File: config.mk
export PLATFORM = sky130hd
export DESIGN_NAME = prim_ram_1p_adv
export DESIGN_NICKNAME = d
export VERILOG_FILES = /design/src/rtl/prim_ram_1p_adv.sv
export SDC_FILE = /design/constraint.sdc
export NUM_CORES = 1
export LEC_CHECK = 0
export ABC_AREA = 1
export BUFFER_PORTS_ARGS = -buffer_cell sky130_fd_sc_hd__buf_2
export CORE_ASPECT_RATIO = 0.8
export CORE_MARGIN = 4
export CORE_UTILIZATION = 50
export DETAILED_ROUTE_END_ITERATION = 12
export GPL_ROUTABILITY_DRIVEN = 1
export PLACE_DENSITY = 0.69
export SYNTH_ARGS = -nofsm -noshare
export SYNTH_HDL_FRONTEND = slang
export SYNTH_SLANG_ARGS = --single-unit
File: constraint.sdc
create_clock -name clk_i -period 1.3 [get_ports clk_i]
set_clock_uncertainty 0.05 [all_clocks]
set_input_delay 0.195 -clock clk_i [delete_from_list [all_inputs] [get_ports clk_i]]
set_output_delay 0.195 -clock clk_i [all_outputs]
set_load 0.02 [all_outputs]
File: src/rtl/prim_ram_1p_adv.sv
// Single-port synchronous RAM with per-lane write mask and optional input/output register stages.
// Reads return data at a fixed latency of 1 + EnableInputPipeline + EnableOutputPipeline cycles.
module prim_ram_1p_adv #(
    parameter int Depth                = 16,
    parameter int Width                = 32,
    parameter int DataBitsPerMask      = 1,
    parameter int EnableInputPipeline  = 0,
    parameter int EnableOutputPipeline = 0,
    localparam int Aw                  = $clog2(Depth)
) (
    input  logic             clk_i,
    input  logic             rst_ni,
    input  logic             req_i,
    input  logic             write_i,
    input  logic [Aw-1:0]    addr_i,
    input  logic [Width-1:0] wdata_i,
    input  logic [Width-1:0] wmask_i,
    output logic [Width-1:0] rdata_o,
    output logic             rvalid_o,
    output logic [1:0]       rerror_o,
    input  logic [9:0]       cfg_i
);

    localparam int Lanes = Width / DataBitsPerMask;
    localparam logic [Aw:0] DepthW = (Aw + 1)'(Depth);

    if (Width % DataBitsPerMask != 0) begin : g_bad_mask
        $fatal(1, "prim_ram_1p_adv: Width must be a multiple of DataBitsPerMask");
    end
    if (Depth < 2) begin : g_bad_depth
        $fatal(1, "prim_ram_1p_adv: Depth must be at least 2");
    end

    // Only the lowest mask bit of each lane matters; the rest and cfg_i are ignored.
    logic unused_inputs;
    assign unused_inputs = ^{cfg_i, wmask_i};

    logic [Lanes-1:0] lane_we;
    // NOTE: every signal written in always_comb gets a default first so no latch is inferred.
    always_comb begin
        lane_we = '0;
        for (int g = 0; g < Lanes; g++) begin
            lane_we[g] = wmask_i[g*DataBitsPerMask];
        end
    end

    // Array-stage request, either straight from the ports or one cycle delayed.
    logic             a_req;
    logic             a_write;
    logic [Aw-1:0]    a_addr;
    logic [Width-1:0] a_wdata;
    logic [Lanes-1:0] a_lane_we;

    if (EnableInputPipeline != 0) begin : g_in_pipe
        logic             req_q;
        logic             write_q;
        logic [Aw-1:0]    addr_q;
        logic [Width-1:0] wdata_q;
        logic [Lanes-1:0] lane_we_q;

        // NOTE: sequential state uses non-blocking assignments so every flop samples pre-edge values.
        always_ff @(posedge clk_i or negedge rst_ni) begin
            if (!rst_ni) begin
                req_q <= 1'b0;
            end else begin
                req_q <= req_i;
            end
        end

        always_ff @(posedge clk_i) begin
            if (req_i) begin
                write_q   <= write_i;
                addr_q    <= addr_i;
                wdata_q   <= wdata_i;
                lane_we_q <= lane_we;
            end
        end

        assign a_req     = req_q;
        assign a_write   = write_q;
        assign a_addr    = addr_q;
        assign a_wdata   = wdata_q;
        assign a_lane_we = lane_we_q;
    end else begin : g_in_bypass
        assign a_req     = req_i;
        assign a_write   = write_i;
        assign a_addr    = addr_i;
        assign a_wdata   = wdata_i;
        assign a_lane_we = lane_we;
    end

    logic addr_ok;
    assign addr_ok = {1'b0, a_addr} < DepthW;

    logic [Width-1:0] mem [Depth];

    // NOTE: the storage array has no reset; clearing it would turn the RAM into a flop bank.
    always_ff @(posedge clk_i) begin
        if (a_req && a_write && addr_ok) begin
            for (int g = 0; g < Lanes; g++) begin
                if (a_lane_we[g]) begin
                    mem[a_addr][g*DataBitsPerMask +: DataBitsPerMask] <=
                        a_wdata[g*DataBitsPerMask +: DataBitsPerMask];
                end
            end
        end
    end

    logic             rd_fire;
    logic [Width-1:0] rdata_a_d;
    logic [Width-1:0] rdata_a_q;
    logic             rvalid_a_q;

    assign rd_fire   = a_req && !a_write;
    assign rdata_a_d = addr_ok ? mem[a_addr] : '0;

    // Read data only changes on a completed read, so it holds between pulses.
    always_ff @(posedge clk_i or negedge rst_ni) begin
        if (!rst_ni) begin
            rvalid_a_q <= 1'b0;
            rdata_a_q  <= '0;
        end else begin
            rvalid_a_q <= rd_fire;
            if (rd_fire) begin
                rdata_a_q <= rdata_a_d;
            end
        end
    end

    if (EnableOutputPipeline != 0) begin : g_out_pipe
        logic             rvalid_q;
        logic [Width-1:0] rdata_q;

        always_ff @(posedge clk_i or negedge rst_ni) begin
            if (!rst_ni) begin
                rvalid_q <= 1'b0;
                rdata_q  <= '0;
            end else begin
                rvalid_q <= rvalid_a_q;
                if (rvalid_a_q) begin
                    rdata_q <= rdata_a_q;
                end
            end
        end

        assign rvalid_o = rvalid_q;
        assign rdata_o  = rdata_q;
    end else begin : g_out_bypass
        assign rvalid_o = rvalid_a_q;
        assign rdata_o  = rdata_a_q;
    end

    assign rerror_o = 2'b00;

endmodule

==> results_dict.tcl, run 1 <==
set metrics [dict create \
    synth.distinct_cells 14 \
    die-area_sq_um 52500 \
    p_clk_share_pct 38.2 \
    synth_most_common_cell "nand2_1" \
    cap_violations 0 \
    via_per_inst 5.35 \
    die_w_um 255 \
    synth_edf_count 512 \
    grt_use_total_pct 26.0 \
    p_int_mw 29.1 \
    period_share_pct 110 \
    fmax_mhz 699 \
    yosysTopAreaCell "edfxtp_1" \
    drt_wl_total_mm 68.3 \
    synth_top_cell_area_share_pct 62.9 \
    clk_pin_slew_ns 0.06 \
    hold_path_class "input pin to register" \
    crit_chain "buf_6" \
    cp_slowest_cell "dfrtp_1" \
    critPathLaunchType "register" \
    row_count 72 \
    irDropWorstVdd_mv 1.00 \
    critPathTopFamily "flip-flops" \
    clockRootBuffer "clkbuf_16" \
    finalHoldViolations 0 \
    clock_latency_ns 0.61 \
    num_io_pins 117 \
    drv_slew 0 \
    cts_tree "built" \
    ys_seq_area_share_pct 66.3 \
    combinationalPowerShare_pct 10.4 \
    remaining_drc_errors 0 \
    cts.sinks 545 \
    critPathCaptureType "output port" \
    num_vias 18996 \
    run_status "finished with violations" \
    gp_congestion 0.820 \
    first_pass_iters 5 \
    antenna_found_initial 1 \
    leakage_nw 12.0 \
    syn_inst 2685 \
    critPathMaxStageDelay_ns 0.43 \
    fin_crit_ns 1.43 \
    core-area_sq_um 48400 \
    powerDensity_nw_per_um2 1280 \
    avgSynthCellArea_sq_um 9.10 \
    detail_route.wl_per_cell_um 19.2 \
    synthTopCellsByCount "nand2_1 (1267), nor2_1 (612), edfxtp_1 (512)" \
    post_route_cells_drive_above_1_share_pct 15.4 \
    dp.cells 3397 \
    synth_area_sq_um 24400 \
    ys_seq_elements 545 \
    path_class "register to output port" \
    fin_cells 3551 \
    dp_hpwl_mm 41.0 \
    antenna_left 0 \
    die_y_um 206 \
    synth_ff_type "edfxtp_1" \
    p_sw_share_pct 23.9 \
    clk_path_buf_depth 3 \
    fillers 3907 \
    start_util_pct 50.5 \
    grt_pass1_wl_mm 104 \
    cp_max_fo 2 \
    seq_power_share_pct 51.4 \
    cts_buffers 53 \
    port_buffers 104 \
    fin_nets 2958 \
    finalPower_mw 38.2 \
    synth.area.top_cells "edfxtp_1 (63%), nand2_1 (19%), nor2_1 (9.4%)" \
    p_sw_mw 9.12 \
    grt_max_degree 49 \
    cts_max_level 2 \
    fin_ws_ns -0.131 \
    setup-violations-final 33 \
    drtIter0Drc 1915 \
    worstPathRequired_ns 1.05 \
    critPathArrivalTime_ns 1.19 \
    path_buf_inv 1 \
    synthArstFlopShare_pct 6.06 \
    yosysWarnings 0 \
    violations "negative setup slack" \
    rsz0062_at_grt "yes" \
    grt_pass1_vias 18269 \
    grt_overflow 0 \
    area_growth_pct 22.4 \
]
==> power groups by stage <==
stage | sequential (mW) | combinational (mW) | clock [mW]
6_report | 19.6 | 3.98 | 14.6
3_3_place_gp | 19.9 | 3.49 | 0
2_1_floorplan | 20.1 | 1.68 | 0
5_1_grt | 19.6 | 4.30 | 15.5
3_5_place_dp | 19.9 | 3.54 | 0
4_1_cts | 19.6 | 3.92 | 14.8
==> layer usage <==
layer	GRT usage [%]	part of all wire [%]	vias up
met5	0.571	0	-
met4	8.20	2.7	0
met3	4.81	8.9	130
met2	41.4	47	821
met1	36.6	41	9125
li1	-	-	8920
==> cells by family (layout without fill, tap and decap cells) <==
group                  Yosys count  after routing  synth area share, %
and+or+nand+nor               1944           1944                 30.2
buffers and inverters          195            430                 3.50
DFF                            545            545                 66.3
other                            1              3               0.0153
==> state kept, by name, indices dropped and copies added, names as in the netlist <==
signal / count
rdata_o: 32
mem: 512
rvalid_o: 1
==> what timing repair did <==
| action | in CTS | in global routing |
|---|---|---|
| hold buffers | 33 | 0 |
| resized for setup | 66 | 0 |
| setup buffers | 14 | 6 |
| setup endpoints to repair | 33 | 33 |
| hold endpoints to repair | 545 | 0 |
==> layout make-up <==
cell class	instances	area, sq um	share of cell area, %
flip-flops and latches	545	16200	54.2
well taps	629	787	2.63
multi-input cells	1946	7710	25.8
clock buffers	79	1480	4.94
inverters	11	51.3	0.171
clock inverters	21	131	0.439
repair buffers	319	3560	11.9
diodes	1	2.50	0.00837
==> final timing paths <==
path                            cells past startpoint  slack, ns                     from                 endpoint
worst min-delay path                                4       0.06                    req_i       rvalid_o$_DFF_PN0_
worst max-delay path                                1      -0.13  rdata_o[21]$_DFFE_PN0P_              rdata_o[21]
max in group asynchronous                           3       0.87                   rst_ni  rdata_o[11]$_DFFE_PN0P_
worst min register to register                      2       0.50  rdata_o[12]$_DFFE_PN0P_  rdata_o[12]$_DFFE_PN0P_
worst max register to register                      8       0.10     mem[9][25]$_DFFE_PP_  rdata_o[25]$_DFFE_PN0P_
min in group asynchronous                           3       0.08                   rst_ni  rdata_o[25]$_DFFE_PN0P_
==> cell usage in the layout (no fill, tap or decap), drive strengths merged <==
cell	count
bufinv	1
clkbuf	79
buf	286
dlygate4sd3	33
nor2	612
nand2	1267
dfrtp	33
clkinv	18
diode	1
nand3	65
inv	11
edfxtp	512
conb	2
clkinvlp	2
==> metrics by stage <==
stage               util, %  setup TNS (ns)  cell area, sq um  hold slack, ns  setup WS (ns)
detailed placement     57.1         -123.71             27600           0.161         -0.325
global route           61.8           -3.67             29900          0.0561         -0.157
CTS                    61.7           -3.52             29900          0.0260         -0.164
finish                 61.8           -2.61             29900          0.0552         -0.131
global placement       57.1         -106.09             27600           0.158         -0.322
floorplan                 -           -9.03             25200          -0.151        -0.0326
Note: power is estimated with default switching activity, not from simulation.
==> run 2: changes to the inputs <==
Settings changed: CORE_ASPECT_RATIO 0.8 to not set, GPL_TIMING_DRIVEN set to 0.
==> results_dict.tcl, run 2 (synthesis gave the netlist of run 1 again) <==
set metrics [dict create \
    num_io_pins 117 \
    cap_violations 0 \
    cts.sinks 545 \
    fin_nets 2988 \
    start_util_pct 50.9 \
    leakage_nw 11.7 \
    gp_congestion 0.862 \
    hold_path_startpoint "wmask_i[23]" \
    area_growth_pct 19.3 \
    critPathLaunchType "register" \
    grt_pass1_vias 18724 \
    grt_pass1_wl_mm 117 \
    clockRootBuffer "clkbuf_16" \
    critPathArrivalTime_ns 1.17 \
    critPathCaptureType "output port" \
    setup-violations-final 34 \
    regMostFlops "mem" \
    path_buf_inv 1 \
    irDropWorstVdd_mv 1.12 \
    drt_wl_total_mm 80.5 \
    finalHoldViolations 10 \
    fin_ws_ns -0.113 \
    drtIter0Drc 2829 \
    die_y_um 229 \
    remaining_drc_errors 0 \
    via_per_inst 5.59 \
    critPathMaxStageDelay_ns 0.40 \
    path_class "register to output port" \
    grt_max_degree 34 \
    worst-r2r-cell-count 8 \
    largest_reg_flops 512 \
    rrSetupSlack_ns 0.06 \
    place_ws_ns -1.03 \
    grt_use_total_pct 30.0 \
    drv_slew 0 \
    worstPathRequired_ns 1.05 \
    dp.cells 3403 \
    cts_tree "built" \
    antenna_found_initial 1 \
    powerDensity_nw_per_um2 1350 \
    first_pass_iters 6 \
    detail_route.wl_per_cell_um 22.5 \
    post_route_cells_drive_above_1_share_pct 16.2 \
    clk_path_buf_depth 3 \
    grt_overflow 0 \
    r2r-end "rdata_o[14]$_DFFE_PN0P_" \
    fmax_mhz 708 \
    num_vias 19956 \
    run_status "finished with violations" \
    antenna_left 0 \
    cp_slowest_cell "dfrtp_1" \
    crit_chain "buf_6" \
    port_buffers 102 \
    max_slew_margin_pct 29.1 \
    die-area_sq_um 52500 \
    fin_cells 3570 \
    hold_path_class "input pin to register" \
    layout_commonest_cell "nand2_1" \
    row_count 80 \
    rsz0062_at_grt "yes" \
    critPathTopFamily "flip-flops" \
    clock_latency_ns 0.63 \
    cts_buffers 56 \
    min_to "mem[4][23]$_DFFE_PP_" \
    cp_max_fo 2 \
    fin_crit_ns 1.41 \
    period_share_pct 109 \
    worstReg2RegStart "mem[7][14]$_DFFE_PP_" \
    max_slew.worst_pin.slew_ns 1.06 \
    dp_hpwl_mm 49.9 \
    cts_max_level 2 \
    most-common-layout-cells "nand2_1 (1246), nor2_1 (540), edfxtp_1 (512)" \
    die_w_um 229 \
    clk_pin_slew_ns 0.06 \
    holdPathStages 3 \
    violations "negative hold slack, negative setup slack" \
    timing.hold.ws_ns -0.0140 \
    core-area_sq_um 48000 \
]
-- run 2: cell types whose count changed in the layout (fill, tap and decap cells not counted), sizes merged --
cell and change:
clkbuf +82, buf -62, clkinv +10, inv -4, dlygate4sd3 +3, bufinv +2
clkinvlp +2
-- run 2: layout make-up --
| class | instances | area, sq um |
|---|---|---|
| clock buffer | 75 | 1540 |
| tap | 615 | 769 |
| buffer | 183 | 1360 |
| sequential | 545 | 16200 |
| antenna | 1 | 2.50 |
| inverter | 11 | 57.6 |
| clock inverter | 31 | 235 |
| fill | 4029 | 18900 |
| multi-input combinational | 1946 | 7740 |
| timing repair buffer | 163 | 1260 |
-- run 2: repair_timing --
action                                  4_1_cts  5_1_grt
hold buffers                                 36        0
pin swaps                                     0        2
setup buffers                                14       11
hold endpoints to repair                    550        0
cloned                                        0        0
gates resized for setup                      97       63
endpoints found under the setup margin      266      181
-- run 2: per-layer routing --
metal  global-route usage [%]  vias to the layer above  share of wire [%]
li1                         -                     8971                  -
met3                     7.34                      211                 13
met1                     40.7                     9503                 37
met4                     12.2                        0                4.5
met5                        0                        -                  0
met2                     46.9                     1271                 45
-- run 2: report_power, final --
group | switching, mW | internal, mW | total [mW]
Sequential | 0.141 | 19.5 | 19.6
Combinational | 2.72 | 1.29 | 4.01
Clock | 6.76 | 8.87 | 15.6
Total | 9.62 | 29.6 | 39.2
-- run 2: worst max-delay path by stage --
stage / start / cells after the start / to / slack (ns)
detailed placement: write_i / 7 / rdata_o[0]$_DFFE_PN0P_ / -1.03
global route: rdata_o[26]$_DFFE_PN0P_ / 1 / rdata_o[26] / -0.14
floorplan: addr_i[1] / 8 / mem[4][17]$_DFFE_PP_ / -0.03
finish: rdata_o[26]$_DFFE_PN0P_ / 1 / rdata_o[26] / -0.11
CTS: rdata_o[14]$_DFFE_PN0P_ / 1 / rdata_o[14] / -0.13
global placement: write_i / 7 / rdata_o[0]$_DFFE_PN0P_ / -0.98
-- run 2: through the flow --
step                      total power, mW  util, %  hold slack (ns)  area [sq um]  setup TNS (ns)
after CTS                            39.1     60.3         0.000888         29000           -3.67
after global routing                 40.3     60.7           0.0194         29200           -4.54
after floorplan                      21.8        -           -0.151         25200           -9.03
after detailed placement             23.4     55.2            0.415         26500         -357.97
after global placement               23.3     55.2            0.391         26500         -346.77
final                                39.2     60.7          -0.0140         29200           -2.86
